==> src/rtl/tx_seq_pkg.sv <==
// rtl/tx_seq_pkg.sv - shared state encodings, widths and error causes for tx_frame_sequencer
package tx_seq_pkg;

    localparam int SIZE_W = 16;

    typedef enum logic [1:0] {
        S_SIZE0 = 2'd0,
        S_SIZE1 = 2'd1,
        S_DATA  = 2'd2,
        S_DROP  = 2'd3
    } tx_seq_state_t;

    // Error-cause codes, also decoded by the io_module status registers
    localparam logic [2:0] ERR_NONE       = 3'd0;
    localparam logic [2:0] ERR_SIZE_ZERO  = 3'd1;
    localparam logic [2:0] ERR_SIZE_MAX   = 3'd2;
    localparam logic [2:0] ERR_NO_SPACE   = 3'd3;
    localparam logic [2:0] ERR_QUEUE_FULL = 3'd4;
    localparam logic [2:0] ERR_NOT_READY  = 3'd5;
    localparam logic [2:0] ERR_TIMEOUT    = 3'd6;

    function automatic logic [7:0] sat_inc8(input logic [7:0] value);
        return (value == 8'hFF) ? value : value + 8'd1;
    endfunction

endpackage

==> src/rtl/tx_seq_timeout.sv <==
// rtl/tx_seq_timeout.sv - inter-byte idle timer for tx_frame_sequencer (built under TX_SEQ_TIMEOUT_EN)
module tx_seq_timeout
    import tx_seq_pkg::*;
#(
    parameter int TIMEOUT_CYCLES = 65535
) (
    input  logic i_clk,
    input  logic i_rst_n,
    input  logic active,
    input  logic strobe,
    output logic expired
);

    localparam logic [SIZE_W-1:0] LIMIT = SIZE_W'(TIMEOUT_CYCLES - 1);

    logic [SIZE_W-1:0] idle_count;

    // Fires on the TIMEOUT_CYCLES-th consecutive idle clock of an open frame
    assign expired = active && !strobe && (idle_count == LIMIT);

    always_ff @(posedge i_clk or negedge i_rst_n) begin
        if (!i_rst_n) begin
            idle_count <= '0;
        end else if (!active || strobe || expired) begin
            idle_count <= '0;
        end else begin
            idle_count <= idle_count + 1'b1;
        end
    end

endmodule

==> src/rtl/tx_frame_sequencer.sv <==
// rtl/tx_frame_sequencer.sv - size-prefixed byte stream to transmitter frame sequencer; optional idle abort under TX_SEQ_TIMEOUT_EN
module tx_frame_sequencer
    import tx_seq_pkg::*;
#(
    parameter int MAX_FRAME_SIZE = 1024,
    parameter int MAX_FRAMES     = 16,
    parameter int TIMEOUT_CYCLES = 65535
) (
    input  logic              i_clk,
    input  logic              i_rst_n,
    input  logic              i_en,
    input  logic              i_byte_stb,
    input  logic [7:0]        i_byte,
    input  logic [SIZE_W-1:0] i_tx_free,
    input  logic [7:0]        i_tx_frames_count,
    output logic              o_ready,
    output logic              o_tx_push_write_index,
    output logic              o_tx_pop_write_index,
    output logic [7:0]        o_tx_data,
    output logic              o_tx_data_we,
    output logic              o_tx_push_frame,
    output logic [7:0]        o_err_count,
    output logic [1:0]        o_state
);

    localparam logic [SIZE_W-1:0] MAX_SIZE_V   = SIZE_W'(MAX_FRAME_SIZE);
    localparam logic [SIZE_W-1:0] MAX_FRAMES_V = SIZE_W'(MAX_FRAMES);

    tx_seq_state_t     state, state_nxt;
    logic [SIZE_W-1:0] counter, counter_nxt;
    logic [7:0]        size_lo, size_lo_nxt;
    logic              commit, commit_nxt;
    logic [7:0]        data_nxt;
    logic              we_nxt, push_wi_nxt, pop_wi_nxt, push_frame_nxt;
    logic [2:0]        err_cause;
    logic [SIZE_W-1:0] size_full;
    logic              timeout_hit;

`ifdef TX_SEQ_TIMEOUT_EN
    tx_seq_timeout #(
        .TIMEOUT_CYCLES(TIMEOUT_CYCLES)
    ) u_timeout (
        .i_clk   (i_clk),
        .i_rst_n (i_rst_n),
        .active  (state != S_SIZE0),
        .strobe  (i_byte_stb),
        .expired (timeout_hit)
    );
`else
    assign timeout_hit = 1'b0;
`endif

    assign size_full = {i_byte, size_lo};
    assign o_ready   = i_rst_n && i_en && !commit;
    assign o_state   = state;

    always_comb begin
        state_nxt      = state;
        counter_nxt    = counter;
        size_lo_nxt    = size_lo;
        commit_nxt     = 1'b0;
        data_nxt       = o_tx_data;
        we_nxt         = 1'b0;
        push_wi_nxt    = 1'b0;
        pop_wi_nxt     = 1'b0;
        push_frame_nxt = 1'b0;
        err_cause      = ERR_NONE;

        if (!i_en || timeout_hit) begin
            // Abort: only an open S_DATA frame has written bytes to roll back
            state_nxt  = S_SIZE0;
            pop_wi_nxt = (state == S_DATA);
            if (i_en) begin
                err_cause = ERR_TIMEOUT;
            end
        end else if (commit) begin
            push_frame_nxt = 1'b1;
            state_nxt      = S_SIZE0;
            if (i_byte_stb) begin
                err_cause = ERR_NOT_READY;
            end
        end else if (i_byte_stb) begin
            case (state)
                S_SIZE0: begin
                    size_lo_nxt = i_byte;
                    state_nxt   = S_SIZE1;
                end
                S_SIZE1: begin
                    counter_nxt = size_full;
                    if (size_full == '0) begin
                        err_cause = ERR_SIZE_ZERO;
                        state_nxt = S_SIZE0;
                    end else if (size_full > MAX_SIZE_V) begin
                        err_cause = ERR_SIZE_MAX;
                        state_nxt = S_DROP;
                    end else if (size_full > i_tx_free) begin
                        err_cause = ERR_NO_SPACE;
                        state_nxt = S_DROP;
                    end else if ({8'd0, i_tx_frames_count} >= MAX_FRAMES_V) begin
                        err_cause = ERR_QUEUE_FULL;
                        state_nxt = S_DROP;
                    end else begin
                        push_wi_nxt = 1'b1;
                        state_nxt   = S_DATA;
                    end
                end
                S_DATA: begin
                    data_nxt    = i_byte;
                    we_nxt      = 1'b1;
                    counter_nxt = counter - 1'b1;
                    commit_nxt  = (counter == SIZE_W'(1));
                end
                S_DROP: begin
                    counter_nxt = counter - 1'b1;
                    if (counter == SIZE_W'(1)) begin
                        state_nxt = S_SIZE0;
                    end
                end
                default: state_nxt = S_SIZE0;
            endcase
        end
    end

    always_ff @(posedge i_clk or negedge i_rst_n) begin
        if (!i_rst_n) begin
            state                 <= S_SIZE0;
            counter               <= '0;
            size_lo               <= '0;
            commit                <= 1'b0;
            o_tx_data             <= '0;
            o_tx_data_we          <= 1'b0;
            o_tx_push_write_index <= 1'b0;
            o_tx_pop_write_index  <= 1'b0;
            o_tx_push_frame       <= 1'b0;
            o_err_count           <= '0;
        end else begin
            state                 <= state_nxt;
            counter               <= counter_nxt;
            size_lo               <= size_lo_nxt;
            commit                <= commit_nxt;
            o_tx_data             <= data_nxt;
            o_tx_data_we          <= we_nxt;
            o_tx_push_write_index <= push_wi_nxt;
            o_tx_pop_write_index  <= pop_wi_nxt;
            o_tx_push_frame       <= push_frame_nxt;
            if (err_cause != ERR_NONE) begin
                o_err_count <= sat_inc8(o_err_count);
            end
        end
    end

endmodule

==> config.mk <==
export PLATFORM = sky130hd
export DESIGN_NAME = tx_frame_sequencer
export DESIGN_NICKNAME = d
export VERILOG_FILES = /design/src/rtl/tx_seq_pkg.sv /design/src/rtl/tx_seq_timeout.sv /design/src/rtl/tx_frame_sequencer.sv
export SDC_FILE = /design/constraint.sdc
export NUM_CORES = 1
export LEC_CHECK = 0
export ABC_AREA = 1
export CORE_UTILIZATION = 49
export CTS_BUF_LIST = sky130_fd_sc_hd__clkbuf_2
export CTS_CLUSTER_DIAMETER = 30
export DETAILED_ROUTE_END_ITERATION = 12
export GPL_TIMING_DRIVEN = 0
export PLACE_DENSITY = 0.87
export SLEW_MARGIN = 20
export SYNTH_ARGS = -nofsm -noshare
export SYNTH_HDL_FRONTEND = slang
export SYNTH_HIERARCHICAL = 1
export SYNTH_SLANG_ARGS = --single-unit
==> constraint.sdc <==
create_clock -name i_clk -period 1.9 [get_ports i_clk]
set_clock_uncertainty 0.1 [all_clocks]
set_input_delay 0.57 -clock i_clk [delete_from_list [all_inputs] [get_ports i_clk]]
set_output_delay 0.57 -clock i_clk [all_outputs]
set_load 0.01 [all_outputs]
==> flow_summary.rst <==
.. list-table::
   :header-rows: 1

   * - Metric
     - Value
   * - CP Class
     - flop to flop
   * - DRC violation count after routing
     - 0
   * - Global routing usage summed across all routing layers
     - 28.9%
   * - Core Region
     - 5890 um^2
   * - Final hold violations
     - 0
   * - Leading post-synthesis cells by instance count
     - sky130_fd_sc_hd__nand2_1, sky130_fd_sc_hd__inv_1, sky130_fd_sc_hd__dfrtp_1
   * - Count of cell types in the netlist
     - 35
   * - Final count of pins violating max slew
     - 0
   * - Critical-path cell list
     - buf_4 -> inv_1 -> nand4_4 -> nor2_4 -> nand2_1 -> nand2_1 -> nand2_1 -> nor2_2 -> nand2_4 -> nand2_4 -> nand3_4 -> nand2_8 -> nand2_1 -> nand2_1
   * - Clock Sinks
     - 47
   * - Total iterations of the first detailed-routing run
     - 5
   * - Worst-margin pin slew
     - 0.657 ns
   * - Worst path setup slack after routing
     - -0.225 ns
   * - VDD IR max
     - 0.569 mV
   * - Average via count per standard cell
     - 5.65
   * - Top area cells in the synthesized netlist
     - sky130_fd_sc_hd__dfrtp_1, sky130_fd_sc_hd__nand2_1, sky130_fd_sc_hd__ha_1, sky130_fd_sc_hd__inv_1, sky130_fd_sc_hd__a21oi_1
   * - Port bufs
     - 54
   * - Mapped Area
     - 2980 um^2
   * - Status
     - complete, but fails checks
   * - Number of global-route vias before repair
     - 2,942
   * - Final clock period utilization by the worst path
     - 112%
   * - Antenna violations before repair
     - 0
   * - Syn Area/Cell
     - 7.62 um^2
   * - Maximum clock frequency
     - 0.471 GHz
   * - Arrival time of the worst setup path
     - 2.43 ns
   * - Power density of the placed cells
     - 921 nW/um^2
   * - Category of the worst setup path capture point
     - flop
   * - GP Congestion
     - 0.853
   * - Multi-input gate area in the final layout
     - 1900 um^2
   * - Source-to-sink clock delay at the later pin of the worst-skew pair
     - 0.46 ns
   * - Placed cell area
     - 3740 um^2
   * - Cell taking the most area after synthesis
     - sky130_fd_sc_hd__dfrtp_1
   * - Most frequent cell after synthesis
     - sky130_fd_sc_hd__nand2_1
   * - Count of maximum capacitance violations
     - 0
   * - Final critical-path required period
     - 2.13 ns
   * - Count of nets left with antenna violations after detail routing
     - 0
   * - Cell chosen for the clock root
     - sky130_fd_sc_hd__clkbuf_2
   * - Sort of element at the start of the critical path
     - flop
   * - Fraction of the core area covered by cells at the end of the flow
     - 74.6%
   * - Final Cell Area
     - 4390 um^2
   * - First-pass GRT wire length
     - 14.0 mm
   * - WP data required
     - 2.20 ns
   * - Clock buffer count from CTS
     - 5
   * - Fraction of registers with async set or reset after synthesis
     - 100%
   * - Detailed-route via count
     - 3,193
   * - Final-report setup violation count
     - 10
   * - HPWL after detailed placement
     - 5.70 mm
   * - Type of the most critical hold path
     - input pin to flop
   * - TritonCTS clock tree
     - done
   * - Slew headroom
     - 56.1%
   * - Number of filler cells placed in the layout
     - 389
   * - Final routed wire length divided by cell count
     - 16.8 um
   * - Number of nets produced by synthesis
     - 446
   * - IO Count
     - 59
   * - Standby leakage power
     - 2.16 nW
   * - Failing checks
     - setup timing
   * - Starting density of the core
     - 50.6%
   * - Most used cell, CP
     - sky130_fd_sc_hd__nand2_1
   * - Sequential-to-total area share from yosys stat
     - 39.5%
   * - Area grow syn2layout
     - 47.2%
   * - FF+latch count, synth
     - 47
   * - CP Max Fanout
     - 8
   * - Number of DRC violations after detailed-routing iteration 0
     - 346
   * - RSZ-0062 raised after global routing
     - true
   * - Register Area
     - 1180 um^2
   * - Number of synthesized flops with an enable pin
     - 0
   * - Most instantiated flip-flop cell in the synthesis netlist
     - sky130_fd_sc_hd__dfrtp_1
   * - Mapped Cells
     - 391
   * - Total number of yosys warnings
     - 6
   * - Post-detailed-routing wire length
     - 9.50 mm
   * - Die Ht
     - 80.0 um
   * - Horizontal die dimension
     - 80.0 um
   * - Net count reported at finish
     - 544
   * - Layout cell share with drive strength beyond 1
     - 30.2%
   * - Antenna diode count
     - 0
   * - CP max stage cell
     - sky130_fd_sc_hd__dfrtp_1
   * - Maximum number of pins on one net before global-route repair
     - 17
   * - Total Die Area
     - 6400 um^2
   * - # rows
     - 28
   * - Htree depth
     - 2
   * - Stage delay of the slowest cell on the critical path
     - 0.47 ns
   * - Clock edge transition at the registers on the reported setup and hold paths
     - 0.25 ns
   * - Fraction of synthesized cell area taken by the top area cell type
     - 39.5%
   * - Clk buf depth
     - 2
   * - Final global-route overflow total
     - 0
==> through the flow <==
stage,TNS (ns),hold WS (ns),std cells,worst slack [ns],power (W)
after floorplan,-0.412,0.174,391,-0.0573,0.00233
after global placement,-77.58,0.390,520,-2.17,0.00282
after detailed placement,-23.74,0.411,521,-0.950,0.00289
after CTS,-0.909,0.00385,550,-0.122,0.00370
after global routing,-2.84,0.382,565,-0.301,0.00426
final,-1.73,0.377,565,-0.225,0.00404
==> cell type report <==
cell class	count	area share (%)
Clock buffer	5	0.570
Sequential cell	47	26.9
Inverter	65	6.07
Multi-Input combinational cell	272	43.2
Tap cell	75	2.14
Clock inverter	3	1.54
Timing Repair Buffer	90	18.7
Buffer	8	0.827
==> layout by cell type (no fill, tap or decap), types with 3 or more instances in the layout <==
master	count
sky130_fd_sc_hd__dfrtp_2	4
sky130_fd_sc_hd__ha_4	14
sky130_fd_sc_hd__xor2_1	7
sky130_fd_sc_hd__inv_2	25
sky130_fd_sc_hd__clkbuf_1	3
sky130_fd_sc_hd__nand2_2	16
sky130_fd_sc_hd__o21ai_0	13
sky130_fd_sc_hd__buf_4	31
sky130_fd_sc_hd__clkbuf_2	7
sky130_fd_sc_hd__nor2_2	8
sky130_fd_sc_hd__buf_2	3
sky130_fd_sc_hd__a21oi_1	26
sky130_fd_sc_hd__dlygate4sd2_1	34
sky130_fd_sc_hd__nand2_1	61
sky130_fd_sc_hd__clkdlybuf4s15_1	11
sky130_fd_sc_hd__nand2_4	6
sky130_fd_sc_hd__o22ai_1	3
sky130_fd_sc_hd__nor2_4	7
sky130_fd_sc_hd__clkdlybuf4s50_1	6
sky130_fd_sc_hd__nand3_1	24
sky130_fd_sc_hd__nor3_1	5
sky130_fd_sc_hd__dlygate4sd3_1	3
sky130_fd_sc_hd__nand3_4	3
sky130_fd_sc_hd__nand4_1	3
sky130_fd_sc_hd__o21ai_1	20
sky130_fd_sc_hd__ha_1	5
sky130_fd_sc_hd__nor2_1	28
sky130_fd_sc_hd__inv_1	36
sky130_fd_sc_hd__dfrtp_1	43
==> repair_timing <==
action,in CTS,in global routing
hold buffers,2,1
endpoints found under the setup margin,39,30
buffers inserted,17,14
hold endpoints to repair,15,11
resized for setup,86,45
pin swaps,26,18
gates cloned,2,0
==> critical path: cells and delay by family, from the launching register on <==
kind | cells | cell delay, ns
and+or+nand+nor | 12 | 1.24
buffers and inverters | 2 | 0.25
DFF | 1 | 0.47
==> kinds of logic (layout without fill, tap and decap cells) <==
logic type	count (synthesis)	count (layout)	share of synthesized area (%)
flip-flops	47	47	39.5
adder cells (fa/ha/maj)	19	19	7.98
buffers and inverters	73	171	9.32
XOR/XNOR	9	9	2.64
AND/OR/NAND/NOR	169	170	26.7
AO/OA/AOI/OAI	73	73	13.6
multiplexers	1	1	0.336
==> final timing paths <==
check	start	endpoint	slack [ns]	depth (start not counted)
worst min-delay path	i_en	o_tx_pop_write_index	0.38	2
worst max register to register	size_lo[6]	o_err_count[7]	-0.23	14
worst min register to register	counter[13]	counter[13]	0.46	2
min in group asynchronous	i_rst_n	counter[13]	0.52	2
max in group asynchronous	i_rst_n	counter[2]	0.74	2
worst max-delay path	size_lo[6]	o_err_count[7]	-0.23	14
==> layer usage <==
metal | up-vias | part of all wire, % | global-route usage, %
li1 | 1461 | - | -
met1 | 1523 | 39 | 37.0
met2 | 176 | 50 | 47.9
met3 | 33 | 6.9 | 4.57
met4 | 0 | 3.8 | 12.9
met5 | - | 0 | 0
==> power by group <==
group          internal [W]  switching [W]  total [W]  leakage, nW
Sequential          0.00127       0.000255    0.00152        0.590
Clock              0.000352       0.000354   0.000706       0.0492
Combinational      0.000808        0.00100    0.00181         1.52
Total               0.00243        0.00161    0.00404         2.16
==> sequential cells by signal, summed over array words and instances (netlist names) <==
name / flops
o_err_count: 8
o_tx_pop_write_index: 1
counter: 16
o_tx_data_we: 1
o_tx_push_write_index: 1
o_state: 2
o_tx_data: 8
commit: 1
size_lo: 8
o_tx_push_frame: 1
No activity file was read; power rests on OpenSTA's default activity.
